### config.mk
export PLATFORM = sky130hd
export DESIGN_NAME = jump_scheduler
export DESIGN_NICKNAME = d
export VERILOG_FILES = /design/src/rtl/jump_scheduler.sv
export SDC_FILE = /design/constraint.sdc
export NUM_CORES = 1
export LEC_CHECK = 0
export CAP_MARGIN = 20
export CORE_UTILIZATION = 58
export CTS_CLUSTER_SIZE = 24
export DETAILED_ROUTE_END_ITERATION = 10
export GPL_TIMING_DRIVEN = 1
export PLACE_DENSITY_LB_ADDON = 0.3
export SLEW_MARGIN = 40
export SYNTH_ARGS = -nofsm -noshare
export SYNTH_HDL_FRONTEND = slang
export SYNTH_SLANG_ARGS = --single-unit
### constraint.sdc
create_clock -name clk -period 3.34 [get_ports clk]
set_input_delay 0.668 -clock clk [delete_from_list [all_inputs] [get_ports clk]]
set_output_delay 0.668 -clock clk [all_outputs]
set_load 0.03 [all_outputs]
### src/rtl/jump_scheduler.sv
// jump_scheduler
//
// Sequences the player's jumps against the scrolling block field. Debounced
// button levels are turned into registered rising-edge strobes. Accepted
// strobes become single-cycle jump_left/jump_right pulses to the blocks
// datapath. A new jump is not issued until the current layer-shift
// animation (SHIFT_MS one_ms_tick pulses) has finished. The block also
// tracks the character column, keeps a saturating score, advances an LFSR
// that picks the next layer pattern, and latches jump_fail into a terminal
// FAIL state.
//
// Build option:
//   JUMP_QUEUE_EN  when defined, a one-entry pending slot stores the first
//                  edge that arrives during a shift. That jump is issued
//                  directly when the shift completes. When undefined, edges
//                  during a shift are dropped.
//
// Ports:
//   clk           system clock
//   rst           synchronous active-high reset
//   one_ms_tick   one-cycle pulse per millisecond
//   game_active   high while a game is in progress (from menu logic)
//   btn_left      debounced left button level
//   btn_right     debounced right button level
//   jump_fail     registered fail flag from the blocks datapath
//   jump_left     one-cycle jump-left pulse
//   jump_right    one-cycle jump-right pulse
//   layer_select  pattern-select bit for the block generator (LFSR bit 0)
//   module_en     layer-map injection enable (RUN and SHIFT)
//   busy          high while a shift animation runs
//   game_over     high in FAIL
//   column        current character column, 0..COL_MAX
//   score         successful jumps, saturating at 1023
//
// state | meaning
// ------+-----------------------------------------------------------
// IDLE  | no game; button edges ignored, waits for rising game_active
// RUN   | game running, no animation; accepts in-range jump requests
// SHIFT | layer-shift animation running; counts one_ms_tick pulses
// FAIL  | jump_fail seen; outputs frozen until game_active falls

module jump_scheduler #(
    parameter int SHIFT_MS  = 200,
    parameter int COL_MAX   = 6,
    parameter int COL_START = 3
) (
    input  logic       clk,
    input  logic       rst,
    input  logic       one_ms_tick,
    input  logic       game_active,
    input  logic       btn_left,
    input  logic       btn_right,
    input  logic       jump_fail,
    output logic       jump_left,
    output logic       jump_right,
    output logic       layer_select,
    output logic       module_en,
    output logic       busy,
    output logic       game_over,
    output logic [2:0] column,
    output logic [9:0] score
);

    typedef enum logic [1:0] {
        S_IDLE,
        S_RUN,
        S_SHIFT,
        S_FAIL
    } state_t;

    localparam int CNT_W = $clog2(SHIFT_MS + 1);

    state_t           state_q, state_d;
    logic             btn_left_q, btn_right_q;
    logic             edge_left_q, edge_left_d;
    logic             edge_right_q, edge_right_d;
    logic             game_active_q;
    logic [CNT_W-1:0] ms_cnt_q, ms_cnt_d;
    logic [2:0]       column_q, column_d;
    logic [9:0]       score_q, score_d;
    logic [7:0]       lfsr_q, lfsr_d;
    logic             layer_q, layer_d;
    logic             jump_left_q, jump_left_d;
    logic             jump_right_q, jump_right_d;
`ifdef JUMP_QUEUE_EN
    logic             pend_valid_q, pend_valid_d;
    logic             pend_right_q, pend_right_d;
`endif

    logic ga_rise, ga_fall, edge_any, shift_done;
    logic issue_req, issue_right, issue_ok;
    logic rise_left, rise_right;

    always_comb begin
        rise_left    = btn_left & ~btn_left_q;
        rise_right   = btn_right & ~btn_right_q;
        // Simultaneous left and right edges cancel each other.
        edge_left_d  = rise_left & ~rise_right;
        edge_right_d = rise_right & ~rise_left;

        ga_rise  = game_active & ~game_active_q;
        ga_fall  = ~game_active & game_active_q;
        edge_any = edge_left_q | edge_right_q;

        state_d      = state_q;
        ms_cnt_d     = ms_cnt_q;
        column_d     = column_q;
        score_d      = score_q;
        lfsr_d       = lfsr_q;
        layer_d      = layer_q;
        jump_left_d  = 1'b0;
        jump_right_d = 1'b0;
        issue_req    = 1'b0;
        issue_right  = 1'b0;
        issue_ok     = 1'b0;
        shift_done   = 1'b0;
`ifdef JUMP_QUEUE_EN
        pend_valid_d = pend_valid_q;
        pend_right_d = pend_right_q;
`endif

        case (state_q)
            S_IDLE: begin
                if (ga_rise) begin
                    state_d  = S_RUN;
                    column_d = 3'(COL_START);
                    score_d  = '0;
                end
            end
            S_RUN: begin
                if (jump_fail) begin
                    state_d = S_FAIL;
                end else if (ga_fall) begin
                    state_d = S_IDLE;
                end else if (edge_any) begin
                    issue_req   = 1'b1;
                    issue_right = edge_right_q;
                end
            end
            S_SHIFT: begin
                if (jump_fail) begin
                    state_d = S_FAIL;
`ifdef JUMP_QUEUE_EN
                    pend_valid_d = 1'b0;
`endif
                end else if (ga_fall) begin
                    state_d = S_IDLE;
`ifdef JUMP_QUEUE_EN
                    pend_valid_d = 1'b0;
`endif
                end else begin
                    if (one_ms_tick) begin
                        ms_cnt_d = ms_cnt_q + CNT_W'(1);
                    end
                    shift_done = one_ms_tick && (ms_cnt_d == CNT_W'(SHIFT_MS));
                    if (shift_done) begin
                        if (score_q != 10'd1023) begin
                            score_d = score_q + 10'd1;
                        end
                        state_d = S_RUN;
`ifdef JUMP_QUEUE_EN
                        // An edge landing exactly on the final tick is treated
                        // as if it had been stored and is issued straight away.
                        if (pend_valid_q) begin
                            issue_req   = 1'b1;
                            issue_right = pend_right_q;
                        end else if (edge_any) begin
                            issue_req   = 1'b1;
                            issue_right = edge_right_q;
                        end
                        pend_valid_d = 1'b0;
`endif
                    end
`ifdef JUMP_QUEUE_EN
                    else if (edge_any && !pend_valid_q) begin
                        pend_valid_d = 1'b1;
                        pend_right_d = edge_right_q;
                    end
`endif
                end
            end
            S_FAIL: begin
                if (ga_fall) begin
                    state_d = S_IDLE;
                end
            end
            default: state_d = S_IDLE;
        endcase

        // Shared issue path for RUN requests and the queued jump at the end
        // of a shift; range is always checked against the current column.
        if (issue_req) begin
            issue_ok = issue_right ? (column_q < 3'(COL_MAX)) : (column_q != 3'd0);
            if (issue_ok) begin
                jump_right_d = issue_right;
                jump_left_d  = ~issue_right;
                column_d     = issue_right ? column_q + 3'd1 : column_q - 3'd1;
                lfsr_d       = {lfsr_q[6:0], lfsr_q[7] ^ lfsr_q[5] ^ lfsr_q[4] ^ lfsr_q[3]};
                layer_d      = lfsr_d[0];
                ms_cnt_d     = '0;
                state_d      = S_SHIFT;
            end
        end
    end

    always_ff @(posedge clk) begin
        if (rst) begin
            state_q       <= S_IDLE;
            btn_left_q    <= 1'b0;
            btn_right_q   <= 1'b0;
            edge_left_q   <= 1'b0;
            edge_right_q  <= 1'b0;
            game_active_q <= 1'b0;
            ms_cnt_q      <= '0;
            column_q      <= 3'(COL_START);
            score_q       <= '0;
            lfsr_q        <= 8'hA5;
            layer_q       <= 1'b0;
            jump_left_q   <= 1'b0;
            jump_right_q  <= 1'b0;
`ifdef JUMP_QUEUE_EN
            pend_valid_q  <= 1'b0;
            pend_right_q  <= 1'b0;
`endif
        end else begin
            state_q       <= state_d;
            btn_left_q    <= btn_left;
            btn_right_q   <= btn_right;
            edge_left_q   <= edge_left_d;
            edge_right_q  <= edge_right_d;
            game_active_q <= game_active;
            ms_cnt_q      <= ms_cnt_d;
            column_q      <= column_d;
            score_q       <= score_d;
            lfsr_q        <= lfsr_d;
            layer_q       <= layer_d;
            jump_left_q   <= jump_left_d;
            jump_right_q  <= jump_right_d;
`ifdef JUMP_QUEUE_EN
            pend_valid_q  <= pend_valid_d;
            pend_right_q  <= pend_right_d;
`endif
        end
    end

    assign jump_left    = jump_left_q;
    assign jump_right   = jump_right_q;
    assign layer_select = layer_q;
    assign module_en    = (state_q == S_RUN) || (state_q == S_SHIFT);
    assign busy         = (state_q == S_SHIFT);
    assign game_over    = (state_q == S_FAIL);
    assign column       = column_q;
    assign score        = score_q;

endmodule

# Yosys cells after proc, flatten, opt, wreduce, memory -nomap -nowiden
# Cells that the tools add are included.
totals:
  reg_bits: 39
  input_bits: 7
  output_inout_bits: 19
  wordCells: 93
op_classes:
  add_sub_neg: 4
  n_lt_le_gt_ge: 1
  n_eq_ne: 10
  n_mux: 38
  n_bitwise: 19
  reduce_logical: 8
ops:
  columns: ["operator", "count"]
  rows:
  - ["8-bit two-way mux", 9]
  - ["10-bit two-way mux", 5]
  - ["10-bit one-hot mux with 2 select lines", 1]
  - ["2-bit two-way mux", 8]
  - ["3-bit two-way mux", 5]
  - ["10-bit by 1-bit adder with 10-bit output (second input constant)", 1]
  - ["10-bit != test (second input constant)", 1]
  - ["1-bit two-way mux", 9]
  - ["1-bit inverter", 9]
  - ["8-bit by 1-bit adder with 8-bit output (second input constant)", 1]
  - ["8-bit == test (second input constant)", 1]
  - ["2-bit one-hot mux with 4 select lines", 1]
  - ["1-bit AND", 6]
  - ["2-bit != test (second input constant)", 3]
  - ["6-bit AND reduction", 1]
  - ["2-bit == test (second input constant)", 2]
  - ["2-bit by 1-bit != test with 1-bit output (second input constant)", 2]
  - ["3-bit by 1-bit adder with 3-bit output (second input constant)", 1]
  - ["3-bit less-than comparator (second input constant)", 1]
  - ["3-bit nonzero test", 1]
  - ["3-bit OR reduction", 1]
  - ["3-bit by 1-bit subtractor with 3-bit output (second input constant)", 1]
  - ["1-bit bitwise XOR", 3]
  - ["2-bit by 1-bit == test with 1-bit output (second input constant)", 1]
  - ["6 further kinds", 6]

# Logic depth before layout (Yosys ltp)
# Gate-level depths: netlist (run 1).
depth:
  ltp_word: 13
  ltp_mapped: 8
  mapped_depth_nobuf: 8

# Worst setup path after synthesis (run 1)
# OpenSTA, ideal clock, no wires.
synth_timing:
  path_kind: "reg-to-reg"
  startpoint: "register state_q[0]"
  endpoint: "register score_q[6] (netlist: score[6])"
  setup_time_ns: 0.070
  arrival_ns: 2.153
  required_ns: 3.270
  setup_slack_ns: 1.117
  path_stages_with_launch: 9
  n_path_buf: 1
  synth_period_minus_slack_ns: 2.223
  cell_sequence: "dfxtp_1 -> inv_1 -> ha_1 -> clkbuf_1 -> a31oi_1 -> nor2_1 -> and4_4 -> or4b_1 -> a21oi_1"
synth_between:
  elab_chain_len: 3
  word_cells_on_any_way: 10
  classes_between: "eq/ne: 6; mux: 1; reduce/logical: 3"
synth_lines:
  columns: ["item", "line_no", "text"]
  rows:
  - ["from (decl)", "73", "state_t state_q, state_d;"]
  - ["from (signal assigned)", "226", "state_q <= state_d;"]
  - ["2-bit == test (*)", null, null]
  - ["net busy", "58", "output logic busy,"]
  - ["2-bit by 1-bit != test with 1-bit output (no line), or another cell as far along", null, null]
  - ["6-bit AND reduction (no line)", null, null]
  - ["to (signal assigned)", "234", "score_q <= score_d;"]
  - ["to (decl)", "80", "logic [9:0] score_q, score_d;"]
# Mark *: on every way through the listed nets, which the timed path passes. The rest lies on a longest branch.
# A chain may end at the register's enable or synchronous reset.

# Worst setup path after layout (run 1)
layout_timing:
  startpoint: "register state_q[0]"
  endpoint: "output port busy"
layout_between:
  elab_chain_len: 1
layout_lines:
  columns: ["item", "line_no", "text"]
  rows:
  - ["2-bit == test", "250", "assign busy = (state_q == S_SHIFT);"]
  - ["to (decl)", "58", null]
# No other way between the ends.

==> key figures, run 1 <==
Run status
  – Outcome: finished clean

Clock tree
  – Bufs on Longest Clock Path: 2
  – Post-CTS sizing: 0
  – Latest clock arrival within the worst-skew pair: 0.36 ns
  – TritonCTS Buffers: 5
  – Cts hold-fix bufs: 0
  – Clk sinks: 39
  – CTS tree: yes
  – Root Buffer: clkbuf_4
  – Post-CTS setup buffers: 0
  – Clock transition at path regs: approximately 0.12 ns
  – H-tree depth: 2

Route
  – WL/cell: 14.04 µm
  – Vias: 1687
  – Post-DRT Antenna Nets: 0
  – Drc violations: 0
  – First-iteration detailed-routing DRC count: 93
  – Vias per std cell: roughly 5.7
  – Detailed Routing Iterations Pass 1: 4
  – Final wirelength: 4127 µm

Setup path
  – Setup crit start: state_q[0]$_SDFF_PP0_
  – Critical Path RT: about 2.7 ns
  – Critical Path End: busy
  – Worst r2r dst: score[6]$_SDFFE_PP0P_
  – Crit path capture type: output pin
  – FF-to-FF path depth: 7
  – Reg2reg start: ms_cnt_q[0]$_SDFF_PP0_
  – Worst endpoint data arrival time: 2.05 ns
  – R2R Setup Slk: 0.96 ns
  – CP Max Fanout: 11
  – Crit path launch type: register
  – Kind of critical path: register to output pin

STA
  – Final Max Tran Viols: 0
  – Pin slew with the least headroom to its limit: between 0.4 and 0.5 ns
  – Max Freq: 368.5 MHz
  – Final Hold Vio Count: 0
  – Setup_tns: 0 ns
  – Slew headroom: 0.6966
  – Skew final: roughly 0.011 ns
  – Final setup viols: 0
  – RSZ-0062 raised after global routing: false
  – Post-layout minimum cycle time: between 2 and 3 ns
  – Final Cycle Share: 0.8125

Floorplanning
  – Core Footprint: ~3100 µm²
  – Die span in x: 60.24 µm
  – Die Y: between 60 and 70 µm
  – Num rows: 20
  – Initial Util: 0.6288
  – I/O Pins: 26
  – DIE AREA: approximately 3600 µm²

Place
  – Routability cong.: 0.8056
  – Post-DP HPWL: 2960 µm
  – PortBufs: 25

Logic synthesis
  – Largest cells by area after synthesis: dfxtp_1 40%, nor2_1 4.8%, ha_1 4.5%
  – Primary FF master, synth: dfxtp_1
  – Synth top area share: 0.3969
  – Mapped Avg Cell Area: between 8 and 9 µm²
  – Seq cells post-synth: 39
  – Mapped cell area: 1967 µm²
  – Post-synthesis sequential area ratio: 0.3969
  – Mapped Nets: 240
  – Top-count cell post-synth: dfxtp_1
  – Distinct cells, synth: 40
  – Leading area contributor after synthesis: dfxtp_1
  – Ys async rst share: 0
  – Top post-synthesis cells by count: 39 x dfxtp_1, 25 x nor2_1, 14 x a21oi_1, 13 x nand2_1
  – EDFF count, synth: 0
  – Mapped Cells: 225
  – Yosys Warn Count: 0

Finish
  – Fillers: 258
  – Final nets: 265
  – Share of layout cells above drive strength 1: 0.07200
  – Area Growth Syn to Fin: 18.70%
  – Post-layout util: 0.7464
  – Antenna diode count: 0

Power and ir drop
  – Static leakage power: about 0.79 nW
  – VDD IR-drop max: 0.0003790 V
  – P per Cell Area: 386.1 nW/µm²

Global routing
  – Congestion Overflow GR: 0
  – First-pass GRT wire length: 6789 µm
  – GRT Total Usage: 0.2578
  – Largest net degree at the start of global routing: 21
  – Initial antenna violation count: 0
  – Vias in the first global route: around 1.5k

Min path
  – Hold Crit Class: register to register

Flow run
  – Max Cap Viol: 0
cells by family after synthesis:
kind of cell               Yosys count  synth area share
AOI/OAI and AO/OA                   37            0.1209
buffers and inverters               18           0.03626
muxes                                6           0.03054
and+or+nand+nor                    101            0.2894
adders and majority gates            8           0.05471
xor gates and xnor gates            16           0.07124
DFF                                 39            0.3969
cells in the final DEF (no fill, tap or decap), types with 2 or more instances in the layout:
master | synthesis | routed
xor2_1 | 10 | 10
clkbuf_4 | 0 | 5
a311oi_1 | 3 | 2
o21ai_0 | 6 | 6
nand4b_1 | 4 | 4
nor3_1 | 5 | 5
ha_1 | 7 | 7
inv_1 | 8 | 8
nand3_1 | 7 | 7
nor2b_1 | 8 | 8
nand2_1 | 13 | 13
nand3b_1 | 6 | 6
nor4_1 | 2 | 2
nand4_1 | 10 | 10
xnor2_1 | 6 | 6
dfxtp_1 | 39 | 39
nand2b_1 | 5 | 5
a21oi_1 | 14 | 14
a31oi_1 | 3 | 3
mux2i_1 | 6 | 6
a211o_1 | 3 | 3
and2_1 | 2 | 2
nor3b_1 | 2 | 2
buf_4 | 0 | 3
or2_2 | 4 | 4
o21bai_1 | 2 | 2
clkdlybuf4s50_1 | 0 | 25
or3_1 | 3 | 3
nor2_1 | 25 | 25
registers in the layout, indices dropped and copies added (netlist names):
name / count
game_active_q: 1
jump_left: 1
layer_select: 1
state_q: 2
lfsr_q: 8
ms_cnt_q: 8
btn_left_q: 1
btn_right_q: 1
column: 3
edge_right_q: 1
jump_right: 1
edge_left_q: 1
score: 10
power by group:
group,internal (W),switching (W)
Clock,0.000153,0.000155
Sequential,0.000475,0.00000850
Combinational,0.0000457,0.0000638
per-layer routing:
metal  GRT usage  up-vias  wire length (µm)
met5           0        -                 0
met4      0.1196        0               103
met3     0.04762       12               197
met2      0.4254       48              1945
met1      0.3222      776              1881
li1            -      851                 -
how the worst min path moves through the flow:
stage	end	slack, ns	depth (start not counted)	startpoint
after global routing	edge_left_q$_SDFF_PP0_	0.46	1	btn_left_q$_SDFF_PP0_
after floorplan	edge_left_q$_SDFF_PP0_	0.39	1	btn_left_q$_SDFF_PP0_
after detailed placement	edge_left_q$_SDFF_PP0_	0.40	1	btn_left_q$_SDFF_PP0_
after CTS	edge_left_q$_SDFF_PP0_	0.41	1	btn_left_q$_SDFF_PP0_
after global placement	edge_left_q$_SDFF_PP0_	0.40	1	btn_left_q$_SDFF_PP0_
final	edge_left_q$_SDFF_PP0_	0.42	1	btn_left_q$_SDFF_PP0_
cell type report:
| class | count | area [µm²] | area share |
|---|---|---|---|
| Clock inverter | 2 | 37.54 | 0.01608 |
| Tap cell | 44 | 55.05 | 0.02358 |
| Multi-Input combinational cell | 168 | 1121 | 0.4802 |
| Clock buffer | 5 | 37.54 | 0.01608 |
| Sequential cell | 39 | 780.7 | 0.3344 |
| Inverter | 8 | 30.03 | 0.01286 |
| Timing Repair Buffer | 28 | 272.8 | 0.1168 |
worst max-delay path, stage by stage (launching register included):
cell and delay [ns]:
dfxtp_1 0.38, inv_1 0.15, ha_1 0.41, clkdlybuf4s50_1 0.75
stage by stage:
stage / total power [W] / cell area, µm² / instances / hold slack [ns] / setup slack (ns)
3_5_place_dp: 0.0006024 / 2260 / 287 / 0.4029 / 0.4001
2_1_floorplan: 0.0005688 / 1967 / 225 / 0.3944 / 1.117
3_3_place_gp: 0.0005977 / 2260 / 287 / 0.4042 / 0.4386
6_report: 0.0009015 / 2335 / 294 / 0.4166 / 0.6261
4_1_cts: 0.0009082 / 2335 / 294 / 0.4141 / 0.6308
5_1_grt: 0.0009392 / 2335 / 294 / 0.4556 / 0.5386
Power figures use the tool's default switching activity.
==> run 2, diff against run 1 <==
--- a/config.mk
+++ b/config.mk
@@ -6,7 +6,7 @@
 export NUM_CORES = 1
 export LEC_CHECK = 0
 export CAP_MARGIN = 20
-export CORE_UTILIZATION = 58
+export CORE_UTILIZATION = 49
 export CTS_CLUSTER_SIZE = 24
 export DETAILED_ROUTE_END_ITERATION = 10
 export GPL_TIMING_DRIVEN = 1
==> constraint.sdc (replaced) <==
create_clock -name clk -period 2.3 [get_ports clk]
set_input_delay 0.46 -clock clk [delete_from_list [all_inputs] [get_ports clk]]
set_output_delay 0.46 -clock clk [all_outputs]
set_load 0.03 [all_outputs]
==> run 2 against run 1 <==
  * Wire length down 2.0%
  * Largest power group unchanged
  * Cell count up 7.8%
  * Highest routed layer unchanged
  * Via count up 4.4%
==> key figures, run 2 (synthesis gave the netlist of run 1 again) <==
Place
  – Placed Instance Area: 2405 µm²
  – Routability cong.: 0.8071
  – PortBufs: 25
  – Placed Cells incl. Taps: approximately 310
  – Post-DP HPWL: 2902 µm

Run status
  – Outcome: finished clean

Setup path
  – CP Buf/Inv Count: 0
  – Crit-path max cell delay: 0.43 ns
  – Kind of critical path: register to register
  – Crit path max-delay cell type: or4b_1
  – Worst path cell trace: ha_2, nand4_1, xnor2_2, nor4_4, and4_4, or4b_1, a21oi_1
  – Worst endpoint data arrival time: 2.44 ns
  – Cell class contributing the biggest share of worst-path delay: simple AND/OR/NAND/NOR gates
  – Critical Path RT: 2.51 ns
  – Crit path launch type: register
  – CP Max Fanout: 5
  – Crit path capture type: register

STA
  – Pin slew with the least headroom to its limit: just over 0.4 ns
  – Final setup viols: 0
  – Max Freq: 449.3 MHz
  – Post-layout minimum cycle time: 2.226 ns
  – RSZ-0062 raised after global routing: false
  – Final Hold Vio Count: 0
  – Slew headroom: 0.7226
  – Final Max Tran Viols: 0
  – Final Cycle Share: 0.9678
  – Skew final: ~0.0057 ns

Global routing
  – Vias in the first global route: 1699
  – Met1 GRT Util: 0.2667
  – First-pass GRT wire length: 7182 µm
  – Most Crowded Layer GR: met2
  – Largest net degree at the start of global routing: 23
  – Met3 Usage GRT: 0.06597
  – GRT Total Usage: 0.2145
  – Initial antenna violation count: 0
  – Congestion Overflow GR: 0
  – M2 GR Usage: 0.3544

Floorplanning
  – I/O Pins: 26
  – Num rows: 22
  – Die span in x: 65.36 µm
  – DIE AREA: ~4300 µm²
  – Core Footprint: 3744 µm²
  – Die Y: 65.36 µm
  – Initial Util: 0.5254

Route
  – Detailed Routing Iterations Pass 1: 4
  – Post-DRT Antenna Nets: 0
  – Drc violations: 0
  – Vias per std cell: 5.558
  – First-iteration detailed-routing DRC count: 100
  – WL/cell: 12.75 µm
  – Vias: between 1.5k and 2k
  – Final wirelength: just over 4000 µm

Power and ir drop
  – Net Sw Frac: 0.2544
  – Switch Pwr: around 0.00033 W
  – Final Total Pwr: 0.001314 W
  – VDD IR-drop max: 0.0003725 V
  – Clk pwr share: 0.336
  – Cell-internal power: roughly 0.00098 W
  – P per Cell Area: approximately 520 nW/µm²
  – Sequential Power Share: 0.534
  – Logic gate share of total power: 0.130
  – Static leakage power: slightly above 0.9 nW

Clock tree
  – CTS tree: yes
  – TritonCTS Buffers: 5
  – Clk sinks: 39
  – H-tree depth: 2
  – Root Buffer: clkbuf_8
  – Cts hold-fix bufs: 0
  – Clock transition at path regs: 0.07 ns
  – Latest clock arrival within the worst-skew pair: approximately 0.28 ns
  – Bufs on Longest Clock Path: 2

Finish
  – Share of layout cells above drive strength 1: 0.1413
  – Area Growth Syn to Fin: 27.74%
  – Most common cell after layout, fill and taps aside: dfxtp_1
  – Fillers: 335
  – Non-filler cells, final: 317
  – Final nets: 283
  – Layout Cell Area excl Fill: 2512 µm²
  – Antenna diode count: 0
  – Most frequent cells in the layout: 38 x dfxtp_1, 25 x nor2_1, 22 x clkdlybuf4s50_1
  – Max FFs per register: 10

Min path
  – Hold Crit Class: register to register

Flow run
  – Max Cap Viol: 0
## run 2: worst paths after layout
check	from	endpoint	slack, ns	cells after the start
worst max register to register	ms_cnt_q[1]$_SDFF_PP0_	score[6]$_SDFFE_PP0P_	0.07	7
worst min-delay path	btn_left_q$_SDFF_PP0_	edge_left_q$_SDFF_PP0_	0.41	1
worst max-delay path	ms_cnt_q[1]$_SDFF_PP0_	score[6]$_SDFFE_PP0P_	0.07	7
worst min register to register	btn_left_q$_SDFF_PP0_	edge_left_q$_SDFF_PP0_	0.41	1
## run 2: layer usage
| metal | vias to the layer above | share of wire |
|---|---|---|
| li1 | 884 | - |
| met2 | 36 | 0.48 |
| met3 | 4 | 0.034 |
| met1 | 838 | 0.48 |
| met5 | - | 0 |
| met4 | 0 | 0.0099 |
## run 2: area by class of cell
cell class              instances  area [µm²]  area share
clock buffers                   7       76.32     0.03038
well taps                      48       60.06     0.02390
clock inverters                 1       5.005    0.001992
repair buffers                 46       427.9      0.1703
multi-input cells             168        1131      0.4502
flip-flops and latches         39       782.0      0.3113
inverters                       8       30.03     0.01195
## run 2: metrics by stage
stage	utilization	TNS (ns)	hold WS, ns	setup WS [ns]
4_1_cts	0.6641	0	0.4162	0.01416
6_report	0.6711	0	0.4150	0.07407
2_1_floorplan	-	0	0.3944	0.07667
3_5_place_dp	0.6424	-0.8431	0.4022	-0.2759
3_3_place_gp	0.6424	-0.4411	0.4020	-0.1880
5_1_grt	0.6711	0	0.4535	0.005639
## run 2: power groups by stage
stage	logic, W	registers, W	clock network, W
3_3_place_gp	0.000169	0.000716	0
4_1_cts	0.000172	0.000701	0.000450
3_5_place_dp	0.000171	0.000717	0
6_report	0.000171	0.000701	0.000442
5_1_grt	0.000188	0.000703	0.000481
2_1_floorplan	0.000109	0.000717	0
## run 2: repair_timing
action / CTS / global route
gates resized for setup: 0 / 6
endpoints found under the setup margin: 0 / 4
setup buffers: 0 / 1
